### src/rtl/intr_ctrl.sv
// rtl/intr_ctrl.sv - vectored interrupt controller with rising-edge pending, mask and IDLE/REQ/SERVICE handshake
module intr_ctrl #(
  parameter int              N        = 8,
  parameter int              PC_W     = 10,
  parameter logic [PC_W-1:0] VEC_BASE = 10'h3F0
) (
  input  logic            clk,
  input  logic            reset,
  input  logic [N-1:0]    irq_in,
  input  logic            mask_we,
  input  logic [N-1:0]    mask_wd,
  input  logic            int_ack,
  input  logic            int_ret,
  output logic            cpu_int,
  output logic [PC_W-1:0] vector,
  output logic            in_service,
  output logic [N-1:0]    pending,
  output logic [N-1:0]    mask_q
);

  localparam int ID_W = (N > 1) ? $clog2(N) : 1;

  typedef enum logic [1:0] {
    IDLE    = 2'd0,
    REQ     = 2'd1,
    SERVICE = 2'd2
  } state_t;

  state_t          state_q, state_d;
  logic [N-1:0]    pending_q, pending_d;
  logic [N-1:0]    mask_d;
  logic [N-1:0]    mask_r_q;
  logic [N-1:0]    prev_q, prev_d;
  logic [ID_W-1:0] cur_id_q, cur_id_d;

  logic [N-1:0]    rise;
  logic [N-1:0]    req;
  logic [N-1:0]    req_iso;
  logic [ID_W-1:0] sel;

  // Lowest-index enabled pending source, isolated as x & -x then encoded
  always_comb begin
    rise    = irq_in & ~prev_q;
    req     = pending_q & mask_r_q;
    req_iso = req & (~req + {{(N-1){1'b0}}, 1'b1});
    sel     = '0;
    for (int i = 0; i < N; i++) begin
      if (req_iso[i]) sel = ID_W'(i);
    end
  end

  always_comb begin
    state_d   = state_q;
    cur_id_d  = cur_id_q;
    pending_d = pending_q;
    mask_d    = mask_we ? mask_wd : mask_r_q;
    prev_d    = irq_in;

    case (state_q)
      IDLE: begin
        if (req != '0) begin
          state_d  = REQ;
          cur_id_d = sel;
        end
      end
      REQ: begin
        // Acknowledge wins over a same-edge mask write that would cancel the offer
        if (int_ack) begin
          state_d             = SERVICE;
          pending_d[cur_id_q] = 1'b0;
        end else if (!(pending_q[cur_id_q] & mask_r_q[cur_id_q])) begin
          state_d = IDLE;
        end
      end
      SERVICE: begin
        if (int_ret) state_d = IDLE;
      end
      default: state_d = IDLE;
    endcase

    // A fresh edge on the acknowledged source re-arms it
    pending_d = pending_d | rise;
  end

  always_ff @(posedge clk) begin
    if (reset) begin
      state_q   <= IDLE;
      pending_q <= '0;
      mask_r_q  <= '0;
      cur_id_q  <= '0;
      prev_q    <= irq_in;
    end else begin
      state_q   <= state_d;
      pending_q <= pending_d;
      mask_r_q  <= mask_d;
      cur_id_q  <= cur_id_d;
      prev_q    <= prev_d;
    end
  end

  assign cpu_int    = (state_q == REQ);
  assign in_service = (state_q == SERVICE);
  assign vector     = VEC_BASE + PC_W'(cur_id_q);
  assign pending    = pending_q;
  assign mask_q     = mask_r_q;

endmodule
### config.mk
export PLATFORM = sky130hd
export DESIGN_NAME = intr_ctrl
export DESIGN_NICKNAME = d
export VERILOG_FILES = /design/src/rtl/intr_ctrl.sv
export SDC_FILE = /design/constraint.sdc
export NUM_CORES = 1
export LEC_CHECK = 0
export BUFFER_PORTS_ARGS = -buffer_cell sky130_fd_sc_hd__buf_2
export CAP_MARGIN = 15
export CORE_AREA = 4 4 62 64
export CTS_CLUSTER_DIAMETER = 60
export DETAILED_ROUTE_END_ITERATION = 8
export DIE_AREA = 0 0 66 68
export GPL_TIMING_DRIVEN = 1
export PLACE_DENSITY_LB_ADDON = 0.1
export SLEW_MARGIN = 15
export SYNTH_ARGS = -nofsm -noshare
export SYNTH_HDL_FRONTEND = slang
export SYNTH_SLANG_ARGS = --single-unit
### constraint.sdc
create_clock -name clk -period 2.1 [get_ports clk]
set_input_delay 0.42 -clock clk [delete_from_list [all_inputs] [get_ports clk]]
set_output_delay 0.42 -clock clk [all_outputs]
set_load 0.005 [all_outputs]
* After elaboration in Yosys (flattened, before gate mapping)
Cells that the tools add are included.
** Word-level totals
- Register bits after elaboration :: 29
- Output and inout port bits :: 28
- Word-level logic and storage cells :: 48
** Operators by class
- Add/sub/neg operators :: 2
- Magnitude comparators :: 2
- Equality and inequality tests :: 5
- Muxes and demuxes :: 20
- Bitwise gates (word level) :: 9
- Reduce and logical (&&, ||, !) cells :: 5
** Operators by type and width (number)
- $and A8 B8 Y8 :: 4
- $not A8 Y8 :: 3
- $mux W3 :: 6
- $mux W8 :: 2
- $add A8 B1 Y8 const B :: 1
- $mux W2 :: 4
- $or A8 B8 Y8 :: 1
- $reduce_bool A8 Y1 :: 1
- $add A5 B4 Y6 const A :: 1
- $bmux W1 S3 :: 2
- $pmux W2 S3 :: 1
- $lt A3 B4 Y1 const B :: 1
- $mux W1 :: 4
- $ne A2 B2 Y1 const B :: 2
- $demux W1 S3 :: 1
- $ge A3 B1 Y1 const B :: 1
- $ne A3 B3 Y1 const B :: 1
- $reduce_and A3 Y1 :: 1
- $eq A2 B1 Y1 const B :: 1
- $eq A2 B2 Y1 const B :: 1
- $logic_not A2 Y1 :: 1
- $reduce_and A2 Y1 :: 1
- $and A1 B1 Y1 :: 1
- $logic_and A1 B1 Y1 :: 1

* Logic depth before layout (Yosys ltp)
- Word-level depth :: 11
- Depth in mapped cells :: 6
- Mapped depth without buffers :: 5

* Worst setup path before layout
Ideal clock, no wire load.
- Path type :: register to register
- Start point :: register cur_id_q[0]
- End point :: register state_q[0]
- Setup time :: 0.117 ns
- Data arrival time :: 1.152 ns
- Data required time :: 1.983 ns
- Slack :: 0.831 ns
- Stages on the path, launching flop included :: 6
- Path buffers :: 1
- Clock period less this slack :: 1.269 ns
- Cells stage by stage :: dfxtp_1 buf_6 and2_4 a2111oi_2 a311oi_1 a32o_1
** Between the ends
- Cells in the longest elaborated chain, start to end :: 5
- Elaborated cells on any way between the ends :: 7
** RTL lines
- from (decl) :: line 34 : logic [ID_W-1:0] cur_id_q, cur_id_d;
- from (signal assigned) :: line 96 : cur_id_q <= cur_id_d;
- $bmux W1 S3 :: line 71 : end else if (!(pending_q[cur_id_q] & mask_r_q[cur_id_q])) begin
- $mux W1 (not written as such) :: line 71
- $and A1 B1 Y1 * :: line 71
- $ne A3 B3 Y1 (no line) *
- $reduce_and A3 Y1 (no line) *
- to (signal assigned) :: line 93 : state_q <= state_d;
- to (decl) :: line 29 : state_t state_q, state_d;
Every way passes the cells marked *; elsewhere a longest branch is shown, timed or not. The select of a mux whose other input is x is not followed.
A chain may end at the register's enable or synchronous reset.

* Worst setup path after layout
- Start point :: register cur_id_q[2]
- End point :: output port vector[2]
** Between the ends
- Cells in the longest elaborated chain, start to end :: 1
** RTL lines
- $add A5 B4 Y6 :: line 103 : assign vector = VEC_BASE + PC_W'(cur_id_q);
- to (decl) :: line 15 : output logic [PC_W-1:0] vector,
No other way between the ends.

==> metrics <==
core area around 3300 um2; # diodes 0; power per cell area 745.7 nW/um2; synth unique cells 33; Buf/Inv on CP 1; syn_area_per_cell 9.167 um2; CTS Root Cell clkbuf_4; Gates resized, CTS repair 0; HP Class primary input to flop; most common cell after layout, fill and taps aside buf_2; Post-Synthesis Cells 141; starting density of the core between 30% and 40%; CTS H-tree lvls 2; Final nets 202; Worst Max-Slew Pin Slew 0.5527 ns; leakage 0.0006898 uW; GPL Wtd Cong 0.8631; TritonCTS clock tree done; Post-Syn Area 1292 um2; Final TNS setup 0 ns; Final ANT Viol Nets 0; CP delay by family, top flip-flops; hold buffers post-CTS 0; CTS Sinks 29; total global routing overflow 0; register bit count reported by yosys 29; hpwl dp 2343 um; area grow syn2layout 18.39%; CP cell instances buf_2; Max FO, Critical Path 15; post-route insts no fill 228; gr usage total 15.00%; Inst Count DP 220; YS warnings 0; Fin Clk Skew 0.001837 ns; Worst-Skew Late Latency 0.32 ns; DR vias/cell about 5.0; largest net degree at the start of global routing 22; post-CTS setup repair buffer count 0; Critical Path Sink Type output port; critical path required time 1.68 ns; Peak VDD IR 356.5 uV; clock buffer depth 2; vias in the first global route 1125; DRC viols 0; Routed WL 3062 um; first-pass GRT wire length 5126 um; crit path DAT 1.22 ns; slowest CP cell dfxtp_1; chip height 68 um; register area share after synthesis around 45%; layout cells sized above 1 28.57%; drt pass-1 iters 4; port buffer count 41; status finished, final reports clean; Design Area, Final 1530 um2; final count of pins violating max slew 0; number of buffers created by CTS 5; final period utilization 78.03%; Fmax achieved 610.3 MHz; commonest cells after routing, fill and taps aside buf_2, dfxtp_1, nor2_1; unrepaired setup endpoints after global routing false; Die ar. 4488 um2; Initial DRC Count 31; Die X between 60 and 70 um; Post-Place Cell Area approximately 1500 um2; Relative slew margins 63.11%; Reg clk slew, reported paths around 0.080 ns; # setup viols final 0; Max-Cap Viols 0; via count approximately 1100; Crit path largest cell delay around 0.7 ns; WS Path Type flop to output port; Top Ports slightly below 50; FP Rows 21; critical path launch point type flop; final hold violation count 0; Fillers 348; minimum clock period about 1.6 ns; initial antenna violation count 0; wire length per cell 13.43 um
==> cell type report <==
type | instances | area (um2) | share of cell area, %
Inverter | 4 | 15.01 | 0.9812
Multi-Input combinational cell | 100 | 623.1 | 40.72
Clock buffer | 8 | 48.80 | 3.189
Tap cell | 46 | 57.56 | 3.761
Timing Repair Buffer | 41 | 205.2 | 13.41
Sequential cell | 29 | 580.6 | 37.94
==> stage by stage <==
stage	total power, uW	worst slack, ns	utilization (%)	hold WS, ns
after floorplan	785.3	0.8309	-	0.4477
after global placement	842.4	0.6258	45.10	0.4733
after detailed placement	847.4	0.5437	45.10	0.4738
after CTS	1158	0.4617	46.59	0.1968
after global routing	1214	0.3882	46.59	0.1867
final	1141	0.4614	46.59	0.2073
==> cells by family after synthesis <==
logic type             synth area share (%)
DFF                                   44.92
buffers and inverters                 8.325
and+or+nand+nor                       16.26
other                                0.5810
AOI/OAI and AO/OA                     21.30
muxes                                 8.616
==> cell usage after synthesis <==
library cell  count  area share (%)
o31ai_1           3             1.7
buf_4             7             4.1
a22oi_1           4             2.3
and2_4            1            0.68
o21ai_0           2            0.77
buf_2             2            0.77
a32oi_1           1            0.68
o21ai_1           7             2.7
and3_4            1            0.87
nand2b_1          9             4.4
inv_2             1            0.29
nand3_1           3             1.2
a2111oi_2         2             2.3
conb_1            2            0.58
nor2b_1           3             1.5
mux2i_1          10             7.7
a311oi_1          2             1.4
a21oi_1          10             3.9
dfxtp_1          29              45
a31oi_1           1            0.48
nor2_1           14             4.1
o22ai_1           1            0.48
clkbuf_1          2            0.58
o211ai_1          2             1.2
a21boi_2          1            0.87
a32o_1            1            0.77
inv_1             3            0.87
and3_1            1            0.48
mux2_1            1            0.87
nand2_1           9             2.6
a211oi_1          3             1.7
buf_6             2             1.7
and2b_1           1            0.58
==> flip-flops by register name, indices dropped and copies added (netlist names) <==
| signal | flops |
|---|---|
| state_q | 2 |
| pending | 8 |
| prev_q | 8 |
| mask_q | 8 |
| cur_id_q | 3 |
==> where the power goes <==
part	switching, uW	total, uW	internal (uW)
combinational	92.4	188	95.6
sequential	58.9	647	588
clock	173	306	133
total	324	1140	817
==> metal layers <==
layer	part of all wire, %	track usage, %	wire (um)	vias to the layer above
met5	0	0	0	-
met4	1.5	6.853	46	0
met3	7.0	5.255	215	5
met2	48	24.03	1467	35
met1	44	18.16	1333	526
li1	-	-	-	566
==> worst paths after layout <==
| check | depth (start not counted) | endpoint | slack (ns) | startpoint |
|---|---|---|---|---|
| worst max-delay path | 1 | vector[2] | 0.46 | cur_id_q[2] |
| worst min-delay path | 1 | prev_q[4] | 0.21 | irq_in[4] |
| worst max register to register | 4 | state_q[0] | 0.47 | cur_id_q[2] |
| worst min register to register | 2 | pending[2] | 0.48 | prev_q[2] |
No activity file was read; power rests on OpenSTA's default activity.
